$ cat src/rtl/ultrasonic_ranger_mc.sv
// Multi-channel HC-SR04-style ranging engine: fires N_CH sensors round-robin and reports echo width in cm.
// Optional ULTRASONIC_BCD_EN adds dist_bcd, a 4-digit BCD copy of the distance.
module ultrasonic_ranger_mc #(
    parameter int unsigned CLK_FREQ_HZ = 50_000_000,
    parameter int unsigned N_CH        = 4,
    parameter int unsigned TRIG_US     = 10,
    parameter int unsigned SLOT_US     = 60_000,
    parameter int unsigned TIMEOUT_US  = 30_000,
    parameter int unsigned US_PER_CM   = 58,
    parameter int unsigned DIST_W      = 16,
    localparam int unsigned CH_W       = (N_CH > 1) ? $clog2(N_CH) : 1
) (
    input  logic              sys_clk50m,
    input  logic              sys_rst,
    input  logic              run,
    input  logic [N_CH-1:0]   echo,
    output logic [N_CH-1:0]   trig,
    output logic [CH_W-1:0]   dist_ch,
    output logic [DIST_W-1:0] dist_data,
    output logic              dist_valid,
    output logic              dist_timeout,
    output logic              busy
`ifdef ULTRASONIC_BCD_EN
    ,
    output logic [15:0]       dist_bcd
`endif
);

    localparam int unsigned US_DIV    = CLK_FREQ_HZ / 1_000_000;
    localparam int unsigned TRIG_CLKS = TRIG_US * US_DIV;
    localparam int unsigned DIV_W     = (US_DIV > 1) ? $clog2(US_DIV) : 1;
    localparam int unsigned SLOT_W    = $clog2(SLOT_US + 1);
    localparam int unsigned TMO_W     = $clog2(TIMEOUT_US + 1);
    localparam int unsigned TRG_W     = $clog2(TRIG_CLKS + 1);
    localparam int unsigned SUB_W     = $clog2(US_PER_CM + 1);

    typedef enum logic [2:0] {IDLE, TRIG, WAIT_RISE, MEASURE, DONE, GAP} state_t;

    state_t            state_q, state_d;
    logic [CH_W-1:0]   ptr_q, ptr_d;
    logic [N_CH-1:0]   trig_q, trig_d;
    logic [N_CH-1:0]   sync1_q, sync2_q;
    logic              sel_prev_q;
    logic [DIV_W-1:0]  div_q, div_d;
    logic [SLOT_W-1:0] slot_us_q, slot_us_d;
    logic [TMO_W-1:0]  tmo_us_q, tmo_us_d;
    logic [TRG_W-1:0]  trig_cnt_q, trig_cnt_d;
    logic [SUB_W-1:0]  sub_us_q, sub_us_d;
    logic [DIST_W-1:0] cm_q, cm_d;
    logic              tmo_flag_q, tmo_flag_d;
    logic [CH_W-1:0]   dist_ch_q, dist_ch_d;
    logic [DIST_W-1:0] dist_data_q, dist_data_d;
    logic              dist_valid_q, dist_valid_d;
    logic              dist_timeout_q, dist_timeout_d;
    logic              busy_q, busy_d;

    logic us_tick, sel_now, echo_rise, echo_fall, tmo_hit, slot_done;
    logic start, cm_clr, cm_step, publish;

    assign us_tick   = (div_q == DIV_W'(US_DIV - 1));
    assign sel_now   = sync2_q[ptr_q];
    assign echo_rise = sel_now & ~sel_prev_q;
    assign echo_fall = ~sel_now & sel_prev_q;
    assign tmo_hit   = us_tick && (tmo_us_q == TMO_W'(TIMEOUT_US - 1));
    assign slot_done = us_tick && (slot_us_q >= SLOT_W'(SLOT_US - 1));

    always_comb begin
        state_d        = state_q;
        ptr_d          = ptr_q;
        trig_d         = trig_q;
        div_d          = us_tick ? '0 : div_q + DIV_W'(1);
        slot_us_d      = (us_tick && slot_us_q != SLOT_W'(SLOT_US)) ? slot_us_q + SLOT_W'(1) : slot_us_q;
        tmo_us_d       = (us_tick && tmo_us_q != TMO_W'(TIMEOUT_US)) ? tmo_us_q + TMO_W'(1) : tmo_us_q;
        trig_cnt_d     = trig_cnt_q;
        sub_us_d       = sub_us_q;
        cm_d           = cm_q;
        tmo_flag_d     = tmo_flag_q;
        dist_ch_d      = dist_ch_q;
        dist_data_d    = dist_data_q;
        dist_valid_d   = 1'b0;
        dist_timeout_d = dist_timeout_q;
        start          = 1'b0;
        cm_clr         = 1'b0;
        cm_step        = 1'b0;
        publish        = 1'b0;

        case (state_q)
            IDLE: start = run;
            TRIG: begin
                trig_cnt_d = trig_cnt_q + TRG_W'(1);
                if (trig_cnt_q == TRG_W'(TRIG_CLKS - 1)) begin
                    trig_d   = '0;
                    tmo_us_d = '0;
                    state_d  = WAIT_RISE;
                end
            end
            WAIT_RISE: begin
                if (echo_rise) begin
                    sub_us_d = '0;
                    cm_clr   = 1'b1;
                    tmo_us_d = '0;
                    state_d  = MEASURE;
                end else if (tmo_hit) begin
                    cm_clr     = 1'b1;
                    tmo_flag_d = 1'b1;
                    state_d    = DONE;
                end
            end
            MEASURE: begin
                // The tick of the exit cycle still counts, so the measured window is exactly the echo width.
                if (us_tick) begin
                    if (sub_us_q == SUB_W'(US_PER_CM - 1)) begin
                        sub_us_d = '0;
                        cm_step  = 1'b1;
                    end else begin
                        sub_us_d = sub_us_q + SUB_W'(1);
                    end
                end
                if (echo_fall) begin
                    tmo_flag_d = 1'b0;
                    state_d    = DONE;
                end else if (tmo_hit) begin
                    tmo_flag_d = 1'b1;
                    state_d    = DONE;
                end
            end
            DONE: begin
                publish        = 1'b1;
                dist_valid_d   = 1'b1;
                dist_ch_d      = ptr_q;
                dist_data_d    = cm_q;
                dist_timeout_d = tmo_flag_q;
                state_d        = GAP;
            end
            GAP: begin
                if (slot_done) begin
                    ptr_d = (ptr_q == CH_W'(N_CH - 1)) ? '0 : ptr_q + CH_W'(1);
                    if (run) start = 1'b1;
                    else     state_d = IDLE;
                end
            end
            default: state_d = IDLE;
        endcase

        if (cm_clr)                     cm_d = '0;
        else if (cm_step && cm_q != '1) cm_d = cm_q + DIST_W'(1);

        if (start) begin
            trig_d     = N_CH'(1) << ptr_d;
            div_d      = '0;
            slot_us_d  = '0;
            trig_cnt_d = '0;
            state_d    = TRIG;
        end
        busy_d = (state_d != IDLE);
    end

    always_ff @(posedge sys_clk50m) begin
        sync1_q <= echo;
        sync2_q <= sync1_q;
        if (sys_rst) begin
            state_q        <= IDLE;
            ptr_q          <= '0;
            trig_q         <= '0;
            sel_prev_q     <= 1'b0;
            div_q          <= '0;
            slot_us_q      <= '0;
            tmo_us_q       <= '0;
            trig_cnt_q     <= '0;
            sub_us_q       <= '0;
            cm_q           <= '0;
            tmo_flag_q     <= 1'b0;
            dist_ch_q      <= '0;
            dist_data_q    <= '0;
            dist_valid_q   <= 1'b0;
            dist_timeout_q <= 1'b0;
            busy_q         <= 1'b0;
        end else begin
            state_q        <= state_d;
            ptr_q          <= ptr_d;
            trig_q         <= trig_d;
            sel_prev_q     <= sel_now;
            div_q          <= div_d;
            slot_us_q      <= slot_us_d;
            tmo_us_q       <= tmo_us_d;
            trig_cnt_q     <= trig_cnt_d;
            sub_us_q       <= sub_us_d;
            cm_q           <= cm_d;
            tmo_flag_q     <= tmo_flag_d;
            dist_ch_q      <= dist_ch_d;
            dist_data_q    <= dist_data_d;
            dist_valid_q   <= dist_valid_d;
            dist_timeout_q <= dist_timeout_d;
            busy_q         <= busy_d;
        end
    end

    assign trig         = trig_q;
    assign dist_ch      = dist_ch_q;
    assign dist_data    = dist_data_q;
    assign dist_valid   = dist_valid_q;
    assign dist_timeout = dist_timeout_q;
    assign busy         = busy_q;

`ifdef ULTRASONIC_BCD_EN
    logic [15:0] bcd_q, bcd_d, dist_bcd_q, dist_bcd_d;

    function automatic logic [15:0] bcd_inc(input logic [15:0] v);
        logic [15:0] r;
        logic        carry;
        r     = v;
        carry = (v != 16'h9999);
        for (int unsigned i = 0; i < 4; i++) begin
            if (carry) begin
                if (r[i*4 +: 4] == 4'd9) begin
                    r[i*4 +: 4] = 4'd0;
                end else begin
                    r[i*4 +: 4] = r[i*4 +: 4] + 4'd1;
                    carry       = 1'b0;
                end
            end
        end
        return r;
    endfunction

    always_comb begin
        bcd_d      = cm_clr ? '0 : (cm_step ? bcd_inc(bcd_q) : bcd_q);
        dist_bcd_d = publish ? bcd_q : dist_bcd_q;
    end

    always_ff @(posedge sys_clk50m) begin
        if (sys_rst) begin
            bcd_q      <= '0;
            dist_bcd_q <= '0;
        end else begin
            bcd_q      <= bcd_d;
            dist_bcd_q <= dist_bcd_d;
        end
    end

    assign dist_bcd = dist_bcd_q;
`endif

endmodule

$ cat config.mk
export PLATFORM = sky130hd
export DESIGN_NAME = ultrasonic_ranger_mc
export DESIGN_NICKNAME = d
export VERILOG_FILES = /design/src/rtl/ultrasonic_ranger_mc.sv
export SDC_FILE = /design/constraint.sdc
export NUM_CORES = 1
export LEC_CHECK = 0
export CORE_ASPECT_RATIO = 0.75
export CORE_UTILIZATION = 65
export CTS_BUF_LIST = sky130_fd_sc_hd__clkbuf_8
export DETAILED_ROUTE_END_ITERATION = 10
export PLACE_DENSITY = 0.87
export SYNTH_ARGS = -nofsm -noshare
export SYNTH_HDL_FRONTEND = slang
export SYNTH_SLANG_ARGS = --single-unit
$ cat constraint.sdc
create_clock -name sys_clk50m -period 6.1 [get_ports sys_clk50m]
set_input_delay 0.61 -clock sys_clk50m [delete_from_list [all_inputs] [get_ports sys_clk50m]]
set_output_delay 0.61 -clock sys_clk50m [all_outputs]
set_load 0.005 [all_outputs]
Word-level counts from Yosys, hierarchy flattened

Cells that the tools add are included.

Logic and storage cells: 102
Output and inout port bits: 25
Bits of input ports: 7
Flip-flop bits (word level): 108

Magnitude comparators: 2
Reduce and logical (&&, ||, !) cells: 16
Eq/ne operators: 16
Muxes and demuxes: 38
Shift-type cells: 1
Add/subtract/negate cells: 7
Bitwise gates (word level): 4

Operators by type and width:

| operator                                      | count |
|---|---|
| two-way mux 15 bit                            | 3 |
| adder 16 x 1 -> 16 bit, second input constant | 2 |
| inequality test 16 bit, second input constant | 2 |
| one-hot mux 15 bit (2 select lines)           | 1 |
| two-way mux 3 bit                             | 7 |
| two-way mux 6 bit                             | 3 |
| one-hot mux 3 bit (6 select lines)            | 1 |
| >= comparator 16 bit, second input constant   | 1 |
| adder 15 x 1 -> 15 bit, second input constant | 1 |
| == test 15 bit, second input constant         | 1 |
| inequality test 15 bit, second input constant | 1 |
| two-way mux 1 bit                             | 13 |
| adder 6 x 1 -> 6 bit, second input constant   | 2 |
| == test 6 bit, second input constant          | 2 |
| two-way mux 4 bit                             | 3 |
| one-hot mux 6 bit (2 select lines)            | 1 |
| adder 9 x 1 -> 9 bit, second input constant   | 1 |
| == test 9 bit, second input constant          | 1 |
| == test 3 x 2 -> 1 bit, second input constant | 2 |
| == test 3 bit, second input constant          | 2 |
| two-way mux 2 bit                             | 3 |
| inequality test 2 bit, second input constant  | 3 |
| nonzero test 2 bit                            | 3 |
| logical AND 1 bit                             | 5 |
| 15 further kinds                              | 20 |

Logic depth before layout (Yosys ltp)

Gate-level depths: netlist (run 1).

Word-level depth: 8
Gate-level depth with buffers: 9
Depth with buffers taken out: 7

Least setup slack after synthesis (run 1)

No wires, ideal clock.

Kind: register to register
From: reg sub_us_q[0]
To: reg cm_q[15]
Setup slack: 3,906 ps
Library setup time: 141 ps
Data required time: 5,959 ps
Buffers on the path: 2
Arrival time: 2,052 ps
Period minus slack after synthesis: 2,194 ps
Cell stages (with the launch flop): 9
Cell sequence: dfxtp_1 > ha_1 > nand2_1 > or3_4 > or4_1 > buf_2 > clkbuf_1 > o41ai_1 > a21oi_1

Word-level cells in the longest chain between the ends: 5

Ends and longest elaborated chain:

| element                | RTL line | RTL |
|---|---|---|
| start, declared        | 48       | `logic [SUB_W-1:0] sub_us_q, sub_us_d;` |
| start signal, assigned | 187      | `sub_us_q <= sub_us_d;` |
| == test 6 bit          | 112      | `if (sub_us_q == SUB_W'(US_PER_CM - 1)) begin` |
| two-way mux 1 bit      | 112      |  |
| two-way mux 1 bit      | 111      | `if (us_tick) begin` |
| two-way mux 1 bit      | 87       | `case (state_q)` |
| logical AND 1 bit      | 146      | `else if (cm_step && cm_q != '1) cm_d = cm_q + DIST_W'(1);` |
| end signal, assigned   | 188      | `cm_q <= cm_d;` |
| end, declared          | 49       | `logic [DIST_W-1:0] cm_q, cm_d;` |

Every way passes these cells.
A chain may end at the register's enable or synchronous reset.

Worst setup path in the final report (run 1)

From: reg state_q[0]
To: reg trig_q[0], in the netlist trig[0]

Word-level cells in the longest chain between the ends: 4
Elaborated cells on any way between the ends: 10
Classes of those cells: eq/ne (2); shift (1); mux (3); reduce/logical (4)

Ends and longest elaborated chain:

| element                                                                                 | RTL line | RTL |
|---|---|---|
| start, declared                                                                         | 39       | `state_t state_q, state_d;` |
| start signal, assigned                                                                  | 179      | `state_q <= state_d;` |
| == test 3 bit / zero test 3 bit (equally long branches)                                 | 87       |  |
| one-hot mux 1 bit (2 select lines) / two-way mux 2 bit (equally long branches)          | 87       |  |
| nonzero test 2 bit (no source line) / left shift 1 x 2 -> 4 bit (equally long branches) | n/a      |  |
| AND reduction 2 bit (no source line) / two-way mux 4 bit (equally long branches)        | n/a      |  |
| end signal, assigned                                                                    | 181      | `trig_q <= trig_d;` |
| end, declared                                                                           | 41       | `logic [N_CH-1:0] trig_q, trig_d;` |

Several ways; a longest one is shown, not always the timed one.

==> flow_summary_export.csv, run 1 <==
group,metric,value,unit
clock_tree,clock_latency,0.39,ns
detailed_routing,drt.antenna.violating_nets,0,
cells_and_area,fin_area,5371,µm²
clock_tree,numCtsBuffers,9,
yosys,yosysTopAreaCell,"dfxtp_1",
status,status,"completed",
setup_path,critPathLaunch,"state_q[0]",
cells_and_area,syn_to_final_growth,11.33,%
cells_and_area,drive_above_1_share,0.05317,
timing,period_needed,2.943,ns
power,p_sw_frac,0.2526,
yosys,synthArstFlopShare,0,
timing,maxSlewViolCount,0,
timing,fin_crit_sh,0.4825,
detailed_routing,vias,4110,
clock_tree,cts_tree,"yes",
run,maxCapViolCount,0,
detailed_routing,drc,0,
timing,timing.final.ws_setup,3.157,ns
cells_and_area,mostFrequentLayoutCells,"108 x dfxtp_1, 68 x nand2_1, 68 x nor2_1",
power,powerDensity,220.5,nW/µm²
cells_and_area,final_common_cell,"dfxtp_1",
setup_path,worstPathArrival,3.18,ns
cells_and_area,ff_latch_area,2162,µm²
yosys,synth_compound_area_frac,0.1183,
yosys,synth_area_per_cell,8.709,µm²
grt,grt_max_degree,38,
power,leakagePower,1.708,nW
detailed_routing,wl_per_cell,15.40,µm
setup_path,r2r_end,"trig[0]",
detailed_routing,first_iter_violations,299,
timing,rsz0062_at_grt,"no",
detailed_routing,dr.pass1.iters,5,
die,die_area,7774,µm²
clock_tree,cts.path.max_buffers,2,
yosys,netlist_area,4825,µm²
detailed_routing,routed_via_density,6.035,
detailed_routing,drt-total-wl,10490,µm
cells_and_area,nNetsFinal,596,
grt,grt_pass1_vias,3887,
yosys,synth_ff_type,"dfxtp_1",
clock_tree,cts.clk_slew.worst_paths,0.11,ns
yosys,synthTopCellsByArea,"dfxtp_1 45%, xnor2_1 6.9%, nand2_1 5.3%",
power,seqPwrFrac,0.606,
clock_tree,cts_root_buffer,"clkbuf_8",
timing,hold-worst-slack,0.3401,ns
grt,grt_pass1_wl,18140,µm
timing,fmax,0.3398,GHz
setup_path,crit_fanout,37,
yosys,seq_area_frac_synth,0.4481,
die,io_pins,32,
setup_path,startpoint_type,"flop",
yosys,synthAdderAreaFrac,0.02853,
clock_tree,clock_sinks,108,
placement,hpwl,7031,µm
placement,preCtsSetupSlack,3.192,ns
power,switching_power,299.2,µW
setup_path,rr_startpoint,"state_q[0]",
yosys,synth_xor_area_frac,0.08351,
setup_path,reg2regPathDepth,5,
power,intPower,885.1,µW
setup_path,worst_setup_path_end_kind,"flop",
clock_tree,cts_setup_buffers,0,
die,core_area,6994,µm²
yosys,yosysTopAreaCellShare,0.4481,
setup_path,r2r_setup_slack,3.16,ns
yosys,synth.net_count,572,
timing,hold_violations,0,
yosys,synth-simple-area-share,0.2695,
cells_and_area,multiInputGateArea,2490,µm²
timing,skew,0.009543,ns
power,clkPwrFrac,0.359,
setup_path,critPathRequiredTime,6.33,ns
worst_hold_path,hold_class,"reg2reg",
die,die_height,76.61,µm
grt,gr-total-overflow,0,
grt,grt.total_usage,0.2990,
yosys,synth_top_family_by_area,"simple AND/OR/NAND/NOR gates",
placement,gp_congestion,0.8734,
placement,placed_area,5182,µm²
timing,setup_viol,0,
clock_tree,cts.htree.levels,3,
yosys,synth-seq-cells,108,
grt,antenna_found_initial,0,
yosys,synthCells,554,
yosys,synth-edff-count,0,
clock_tree,cts_hold_buf,0,
yosys,synth_cell_type_count,58,
die,start_util,0.6898,
setup_path,critPathCapture,"trig[0]",
clock_tree,cts-resized-gates,0,
placement,io_buffers,31,
setup_path,critPathKind,"reg2reg",
die,fp-row-count,26,
timing,fin_tns_setup,0,ns
cells_and_area,fill_cells,527,
timing,relSlewSlack,0.2111,
power,peakVddDrop,221.0,µV
timing,tightest_slew,1.176,ns
yosys,synthMuxAreaShare,0.01530,
yosys,yosysWarnings,0,
cells_and_area,diodes,0,
die,die_w,101.5,µm
power,pwr-share-comb,0.035,
[critical path, cell delays in order (launching register included)]
cell	delay, ns
dfxtp_1	0.65
inv_1	0.20
a2111oi_0	0.69
o211ai_1	0.29
a22oi_4	0.78
o22ai_1	0.18
[through the flow]
step | power [mW] | utilization | instances
6_report | 1.184 | 0.7680 | 681
5_1_grt | 1.229 | 0.7680 | 681
4_1_cts | 1.188 | 0.7680 | 681
3_5_place_dp | 0.7733 | 0.7410 | 665
3_3_place_gp | 0.7712 | 0.7410 | 665
2_1_floorplan | 0.7604 | - | 554
[final cells by class]
class / count / share of cell area
Multi-Input combinational cell: 403 / 0.4635
Timing Repair Buffer: 32 / 0.05917
Clock inverter: 7 / 0.01211
Sequential cell: 108 / 0.4025
Clock buffer: 9 / 0.02306
Inverter: 24 / 0.01677
Tap cell: 98 / 0.02283
[synth_stat cells (4+ instances only)]
library cell    n
and4_1          8
o21ai_0         5
nor3_1         14
or4_1          12
nand2_1        68
or3_1           4
inv_1          24
nor4_1          8
nor2_1         68
a21oi_1        44
nand4_1        15
o31ai_1         9
ha_1           11
xnor2_1        38
dfxtp_1       108
xor2_1          8
buf_2           4
mux2i_1         4
and3_1          9
a211oi_1        5
clkbuf_1       11
nand3_1        18
o22ai_1         4
[worst min path at each step]
| stage | startpoint | cells past startpoint | to |
|---|---|---|---|
| 2_1_floorplan | sync1_q[0] | 0 | sync2_q[0] |
| 3_3_place_gp | sync1_q[3] | 0 | sync2_q[3] |
| 3_5_place_dp | sync1_q[2] | 0 | sync2_q[2] |
| 4_1_cts | sync1_q[2] | 0 | sync2_q[2] |
| 5_1_grt | sync1_q[2] | 0 | sync2_q[2] |
| 6_report | sync1_q[2] | 0 | sync2_q[2] |
[cell families after synthesis]
family                   Yosys count
multiplexers                       6
adder cells (fa/ha/maj)           11
XOR/XNOR                          46
flip-flops                       108
buffers and inverters             43
AND/OR/NAND/NOR                  251
AO/OA/AOI/OAI                     89
[flip-flops by register name, indices dropped and copies added (netlist names), 2 cells and up]
register	flops
slot_us_q	16
sub_us_q	6
dist_ch	2
trig	4
dist_data	16
tmo_us_q	15
state_q	3
sync2_q	4
ptr_q	2
sync1_q	4
div_q	6
trig_cnt_q	9
cm_q	16
[layer usage]
metal,vias to the layer above,wire length (µm),global-route usage
met5,-,0,0
met4,0,128,0.09130
met3,18,588,0.08532
met2,121,4818,0.4653
met1,1958,4954,0.4009
li1,2013,-,-
[power groups by stage]
| stage | Sequential (mW) | Combinational [mW] | Clock [mW] |
|---|---|---|---|
| after floorplan | 0.731 | 0.0292 | 0 |
| after global placement | 0.733 | 0.0382 | 0 |
| after detailed placement | 0.734 | 0.0396 | 0 |
| after CTS | 0.718 | 0.0403 | 0.430 |
| after global routing | 0.719 | 0.0449 | 0.465 |
| final | 0.718 | 0.0409 | 0.426 |
(Power assumes the default switching activity.)
==> run 2: changes to the inputs <==
--- a/config.mk
+++ b/config.mk
@@ -6,10 +6,10 @@
 export NUM_CORES = 1
 export LEC_CHECK = 0
 export CORE_ASPECT_RATIO = 0.75
-export CORE_UTILIZATION = 65
+export CORE_UTILIZATION = 55
 export CTS_BUF_LIST = sky130_fd_sc_hd__clkbuf_8
 export DETAILED_ROUTE_END_ITERATION = 10
-export PLACE_DENSITY = 0.87
+export PLACE_DENSITY = 0.78
 export SYNTH_ARGS = -nofsm -noshare
 export SYNTH_HDL_FRONTEND = slang
 export SYNTH_SLANG_ARGS = --single-unit
==> constraint.sdc (replaced) <==
create_clock -name sys_clk50m -period 2.7 [get_ports sys_clk50m]
set_input_delay 0.27 -clock sys_clk50m [delete_from_list [all_inputs] [get_ports sys_clk50m]]
set_output_delay 0.27 -clock sys_clk50m [all_outputs]
set_load 0.005 [all_outputs]
==> run 2 against run 1 <==
Final area rose by 2.0%; total power rose by 130%; clock power rose by 130%; clock skew rose by 0.0020 ns; register-to-register slack got worse by 3.0 ns; core utilization fell by 12 points; sequential cell count did not move; count of clock-buffer cells in the layout did not move.
==> flow_summary_export.csv, run 2 (synthesis results as in run 1) <==
group,metric,value,unit
setup_path,critPathCapture,"cm_q[15]",
status,status,"completed",
die,io_pins,32,
setup_path,worst_setup_path_end_kind,"flop",
cells_and_area,nNetsFinal,605,
grt,grt_pass1_wl,17460,µm
detailed_routing,drt.antenna.violating_nets,0,
setup_path,reg2regPathDepth,6,
timing,fin_crit_sh,0.9338,
setup_path,worstPathCellList,"ha_1 > nand2_1 > or3_4 > or4_1 > or4b_1 > a21oi_1",
clock_tree,cts_root_buffer,"clkbuf_8",
detailed_routing,wl_per_cell,14.72,µm
timing,maxSlewViolCount,0,
run,maxCapViolCount,0,
setup_path,startpoint_type,"flop",
detailed_routing,dr.pass1.iters,5,
cells_and_area,drive_above_1_share,0.06926,
clock_tree,cts_tree,"yes",
setup_path,cp_slowest_stage_delay,0.79,ns
setup_path,critPathBufInv,0,
grt,grt_use_met1,0.3440,
setup_path,critPathLaunch,"sub_us_q[0]",
placement,io_buffers,31,
timing,setup_viol,0,
die,fp-row-count,29,
cells_and_area,mostFrequentLayoutCells,"108 x dfxtp_1, 68 x nand2_1, 68 x nor2_1",
setup_path,critPathKind,"reg2reg",
setup_path,cpLargestDelayFamily,"simple AND/OR/NAND/NOR gates",
placement,place_inst,684,
cells_and_area,syn_to_final_growth,13.56,%
setup_path,worstPathArrival,2.84,ns
cells_and_area,diodes,0,
grt,grt_use_met3,0.06593,
die,die_height,83.11,µm
timing,relSlewSlack,0.4675,
worst_hold_path,hold_class,"in2reg",
clock_tree,clock_sinks,108,
die,die_w,110.2,µm
setup_path,cp_slowest_cell,"or4_1",
power,leakagePower,1.762,nW
clock_tree,cts_hold_buf,0,
setup_path,crit_fanout,18,
die,die_area,9155,µm²
cells_and_area,final_common_cell,"dfxtp_1",
grt,grt.total_usage,0.2426,
placement,gp_congestion,0.8170,
timing,period_needed,2.521,ns
cells_and_area,ff_latch_area,2162,µm²
clock_tree,clock_latency,0.38,ns
timing,hold_violations,0,
detailed_routing,drt-total-wl,10300,µm
setup_path,critPathRequiredTime,3.01,ns
timing,fin_tns_setup,0,ns
grt,grt_max_degree,38,
timing,tightest_slew,0.7921,ns
timing,rsz0062_at_grt,"no",
detailed_routing,drc,0,
clock_tree,numCtsBuffers,9,
die,core_area,8491,µm²
power,peakVddDrop,596.3,µV
detailed_routing,vias,4068,
grt,grt.busiest_layer,"met2",
timing,skew,0.01155,ns
grt,grt_pass1_vias,3807,
clock_tree,cts.htree.levels,3,
setup_path,r2r_setup_slack,0.18,ns
die,start_util,0.5682,
cells_and_area,multiInputGateArea,2494,µm²
grt,antenna_found_initial,0,
setup_path,r2r_end,"cm_q[15]",
clock_tree,cts.path.max_buffers,2,
grt,gr-total-overflow,0,
setup_path,rr_startpoint,"sub_us_q[0]",
placement,hpwl,7341,µm
clock_tree,cts.clk_slew.worst_paths,0.10,ns
power,powerDensity,495.9,nW/µm²
cells_and_area,final_cell_count_no_fill,700,
setup_path,cp.depth,6,
detailed_routing,routed_via_density,5.811,
detailed_routing,first_iter_violations,296,
power,fin_total_pwr,2.717,mW
timing,fmax,0.3966,GHz
cells_and_area,fill_cells,735,
grt,met2_usage,0.3722,
[run 2: layout make-up]
type / count / share of cell area
tap: 108 / 0.02466
timing repair buffer: 41 / 0.07262
inverter: 24 / 0.01644
clock buffer: 9 / 0.02261
multi-input combinational: 403 / 0.4551
clock inverter: 7 / 0.01393
sequential: 108 / 0.3946
[run 2: how the worst min path moves through the flow]
stage	startpoint	to	slack, ns	cells past startpoint
6_report	echo[1]	sync1_q[1]	0.33	1
5_1_grt	echo[2]	sync1_q[2]	0.32	1
4_1_cts	echo[0]	sync1_q[0]	0.31	1
3_5_place_dp	sync1_q[1]	sync2_q[1]	0.31	0
3_3_place_gp	sync1_q[2]	sync2_q[2]	0.31	0
2_1_floorplan	echo[0]	sync1_q[0]	0.30	0
[run 2: worst register-to-register path, delay by kind of cell, from the launching register on]
family                   cells  cell delay (ns)
AND/OR/NAND/NOR              4             1.75
adder cells (fa/ha/maj)      1             0.17
AO/OA/AOI/OAI                1             0.15
flip-flops                   1             0.41
[run 2: metrics by stage]
stage | setup slack (ns) | area, µm² | util | hold WS (ns)
after floorplan | 0.5064 | 4825 | - | 0.2977
after global placement | 0.2960 | 5275 | 0.6213 | 0.3106
after detailed placement | 0.2091 | 5275 | 0.6213 | 0.3128
after CTS | 0.1923 | 5475 | 0.6449 | 0.3143
after global routing | 0.05955 | 5479 | 0.6453 | 0.3153
final | 0.1786 | 5479 | 0.6453 | 0.3300
[run 2: timing repair]
action | in CTS | in global routing
hold endpoints to repair | 0 | 0
gates resized for setup | 0 | 1
setup buffers | 0 | 0
endpoints found under the setup margin | 0 | 6
[run 2: power breakdown]
group	total, mW	internal [mW]	switching (mW)
Sequential	1.62	1.61	0.0113
Clock	0.995	0.433	0.562
Combinational	0.102	0.0410	0.0612
[run 2: routing by layer]
metal | part of all wire | wire length, µm
met1 | 0.48 | 4965
met2 | 0.46 | 4733
met3 | 0.052 | 536
met4 | 0.0065 | 67
met5 | 0 | 0
==> run 3: changes to the inputs <==
--- a/config.mk
+++ b/config.mk
@@ -6,6 +6,7 @@
 export NUM_CORES = 1
 export LEC_CHECK = 0
 export CORE_ASPECT_RATIO = 0.75
+export CORE_MARGIN = 2
 export CORE_UTILIZATION = 55
 export CTS_BUF_LIST = sky130_fd_sc_hd__clkbuf_8
 export DETAILED_ROUTE_END_ITERATION = 10
==> run 3 against run 2 <==
Sequential cell count is the same; cell count is the same; register-to-register slack lost 0.04 ns; routed wire length shrank 4.0%; setup slack lost 0.038 ns; hold slack gained 0.0023 ns.
==> flow_summary_export.csv, run 3 (synthesis results as in run 1) <==
group,metric,value,unit
status,status,"completed",
clock_tree,cts_setup_buffers,0,
clock_tree,clock_latency,0.37,ns
setup_path,critPathKind,"reg2reg",
detailed_routing,vias,3942,
power,leakagePower,1.752,nW
clock_tree,cts_root_buffer,"clkbuf_8",
detailed_routing,drc,0,
run,maxCapViolCount,0,
timing,fin_tns_setup,0,ns
die,io_pins,32,
die,die_w,112.2,µm
cells_and_area,drive_above_1_share,0.06757,
timing,fin_crit_sh,0.9481,
clock_tree,cts.clk_slew.worst_paths,0.10,ns
clock_tree,clock_sinks,108,
clock_tree,cts_hold_buf,0,
timing,fmax,0.3907,GHz
setup_path,worstPathArrival,2.87,ns
timing,hold-worst-slack,0.3323,ns
placement,gp_congestion,0.8809,
detailed_routing,drt-total-wl,9892,µm
timing,relSlewSlack,0.2349,
cells_and_area,final_common_cell,"dfxtp_1",
worst_hold_path,hold_class,"in2reg",
detailed_routing,drt.antenna.violating_nets,0,
setup_path,worst_setup_path_end_kind,"flop",
cells_and_area,nNetsFinal,605,
timing,setup_viol,0,
power,peakVddDrop,440.0,µV
setup_path,critPathRequiredTime,3.01,ns
clock_tree,cts.htree.levels,3,
die,core_area,8491,µm²
grt,gr-total-overflow,0,
grt,grt.total_usage,0.2170,
cells_and_area,diodes,0,
setup_path,crit_fanout,18,
timing,maxSlewViolCount,0,
timing,rsz0062_at_grt,"no",
clock_tree,cts_tree,"yes",
detailed_routing,first_iter_violations,250,
placement,hpwl,7042,µm
detailed_routing,dr.pass1.iters,4,
grt,antenna_found_initial,0,
die,die_height,85.11,µm
setup_path,startpoint_type,"flop",
die,die_area,9545,µm²
timing,tightest_slew,1.140,ns
cells_and_area,syn_to_final_growth,13.12,%
timing,hold_violations,0,
placement,io_buffers,31,
detailed_routing,wl_per_cell,14.13,µm
setup_path,r2r_setup_slack,0.14,ns
grt,grt_pass1_wl,17030,µm
grt,grt_pass1_vias,3759,
cells_and_area,mostFrequentLayoutCells,"108 x dfxtp_1, 68 x nand2_1, 68 x nor2_1",
timing,skew,0.009289,ns
timing,period_needed,2.560,ns
grt,grt_max_degree,38,
clock_tree,cts-resized-gates,0,
die,start_util,0.5682,
clock_tree,numCtsBuffers,9,
die,fp-row-count,29,
clock_tree,cts.path.max_buffers,2,
detailed_routing,routed_via_density,5.631,
power,powerDensity,484.1,nW/µm²
-- run 3: cell count changes in the layout (fill, tap and decap cells not counted), sizes merged --
| cell | before | now |
|---|---|---|
| clkinv | 3 | 1 |
| bufinv | 1 | 0 |
| inv | 25 | 28 |
-- run 3: path summary, 6_finish.rpt --
path,startpoint,cells after the start,end
max,sub_us_q[0],6,cm_q[15]
min,echo[1],1,sync1_q[1]
max reg2reg,sub_us_q[0],6,cm_q[15]
min reg2reg,sync1_q[1],0,sync2_q[1]
-- run 3: power breakdown --
group          switching, mW  internal (mW)
Combinational         0.0611         0.0409
Clock                  0.570          0.350
Sequential            0.0118           1.61
Total                  0.643           2.00
-- run 3: layout make-up --
type / count / area, µm²
clock buffer: 9 / 123.9
clock inverter: 7 / 58.81
fill: 745 / 3033
inverter: 24 / 90.09
multi-input combinational: 403 / 2490
sequential: 108 / 2162
tap: 108 / 135.1
timing repair buffer: 41 / 397.9
-- run 3: per-layer routing --
metal / track usage / routed length, µm / up-vias
li1: - / - / 2027
met3: 0.05143 / 507 / 9
met1: 0.3068 / 4909 / 1818
met4: 0.05765 / 82 / 0
met5: 0 / 0 / -
met2: 0.3373 / 4391 / 88
-- run 3: worst max-delay path, stage by stage (launching register included) --
cell and delay, ns:
dfxtp_1 0.41, ha_1 0.18, nand2_1 0.05, or3_4 0.34, or4_1 0.80, or4b_1 0.56, a21oi_1 0.14
-- run 3: metrics by stage --
stage	area [µm²]	power, mW	instances	util	worst slack [ns]
floorplan	4825	1.718	554	-	0.5064
global placement	5275	1.754	684	0.6213	0.2968
detailed placement	5275	1.758	684	0.6213	0.1864
CTS	5458	2.675	700	0.6428	0.1612
global route	5458	2.740	700	0.6428	0.003888
finish	5458	2.642	700	0.6428	0.1402
==> RTL edit (config.mk and constraints of run 2) <==
Add a define of `ULTRASONIC_BCD_EN`.
--- a/src/rtl/ultrasonic_ranger_mc.sv
+++ b/src/rtl/ultrasonic_ranger_mc.sv
@@ -1,4 +1,6 @@
 // Multi-channel HC-SR04-style ranging engine: fires N_CH sensors round-robin and reports echo width in cm.
 // Optional ULTRASONIC_BCD_EN adds dist_bcd, a 4-digit BCD copy of the distance.
+`define ULTRASONIC_BCD_EN
+
 module ultrasonic_ranger_mc #(
     parameter int unsigned CLK_FREQ_HZ = 50_000_000,
Formal check against the unedited RTL (old outputs only; new: dist_bcd): equivalent (equiv_simple and equiv_induct, registers matched by name and starting in step).
==> RTL edit against run 2 <==
  * Sequential cell count rose by 32
  * Design area rose by 31%
  * Count of clock-buffer cells in the layout rose by 12
  * Routed wire length rose by 31%
  * Power rose by 54%
  * Area after synthesis rose by 26%
  * First-iteration DRC count rose by 49%
  * Synthesized cell count rose by 29%
  * Die area rose by 25%
  * Via count rose by 27%
  * Worst setup slack improved by 0.063 ns
  * Non-clock buffer count rose by 17
  * Cell count rose by 31%
  * Critical path type unchanged
==> RTL edit: results (changes against run 2) <==
| Metric | Value |
|---|---|
| Nets | `786 (+30%)` |
| Dpl cell area | `0.00667 sq mm (+26%)` |
| Synth Instances | `716 (+29%)` |
| Worst-path fanout max | `11 (-7)` |
| Post-synthesis mux area share | `0.0105 (-0.00477)` |
| VDD IR max | `0.000538 V (-9.8%)` |
| Setup Skew | `0.0100 ns (-0.00154 ns)` |
| Hpwl dp | `9110 microns (+24%)` |
| Place WS | `0.213 ns (+0.00344 ns)` |
| # H-tree levels | `4 (+1)` |
| Worst Tran Pin Value | `0.562 ns (-0.230 ns)` |
| Status | `finished, final reports clean` |
| Crit-path slowest cell | `a2111o_1` |
| P_leak | `2.45 nW (+39%)` |
| Inst Count DP | `885 (+29%)` |
| Seq/Total Area, Yosys | `0.463 (+0.0146)` |
| Vias/cell | `5.65 (-2.8%)` |
| Synth cell count leaders | `140 x dfxtp_1, 118 x nand2_1, 96 x nor2_1` |
| Largest net degree at the start of global routing | `37 (-2.6%)` |
| Post-synthesis adder-cell area fraction | `0.0227 (-0.00580)` |
| Top cells by area, synth | `dfxtp_1 46%, nand2_1 7.3%, nor2_1 5.9%` |
| I/O Buffers | `47 (+52%)` |
| R2r worst-path depth | `8 (+2)` |
| Clock slew at reported path FFs | `0.08 ns (-0.02 ns)` |
| Worst EP arrival | `2.78 ns (-0.06 ns)` |
## RTL edit: what timing repair did
action	CTS	global route
resized for setup	0	1
endpoints found under the setup margin	0	5
hold buffers	0	0
## RTL edit: routing by layer
layer	wire, microns	vias to the layer above	GRT usage
met2	6460	150	0.415
met1	6100	2435	0.323
met3	653	36	0.0560
li1	-	2558	-
met4	295	0	0.124
met5	0	-	0
## RTL edit: worst paths after layout
check	start	end	slack, ns
worst min register to register	sync1_q[2]	sync2_q[2]	0.33
worst min-delay path	echo[1]	sync1_q[1]	0.26
worst max-delay path	div_q[0]	div_q[2]	0.24
worst max register to register	div_q[0]	div_q[2]	0.24
## RTL edit: logic make-up after synthesis
logic type,Yosys count
buf+inv,42
xor+xnor,60
mux,5
compound gates,104
fa+ha+maj,11
flops,140
simple gates,354
## RTL edit: cell type report
class / count / area share
clock buffer: 21 / 0.0404
multi-input combinational: 534 / 0.431
sequential: 140 / 0.392
clock inverter: 11 / 0.0264
tap: 136 / 0.0238
timing repair buffer: 58 / 0.0783
inverter: 17 / 0.00892
## RTL edit: power by group
| part | leakage [nW] | total, mW | switching (mW) | internal [mW] |
|---|---|---|---|---|
| Clock | 0.243 | 1.99 | 0.793 | 1.20 |
| Combinational | 1.07 | 0.0956 | 0.0600 | 0.0356 |
| Sequential | 1.13 | 2.09 | 0.0104 | 2.08 |
| Total | 2.45 | 4.17 | 0.864 | 3.31 |
## RTL edit: worst max-delay path: cells and delay by family (launching register included)
family / cells / cell delay [ns]
adders and majority gates: 1 / 0.17
DFF: 1 / 0.40
and+or+nand+nor: 4 / 0.85
buffers and inverters: 1 / 0.23
AOI/OAI and AO/OA: 2 / 0.70
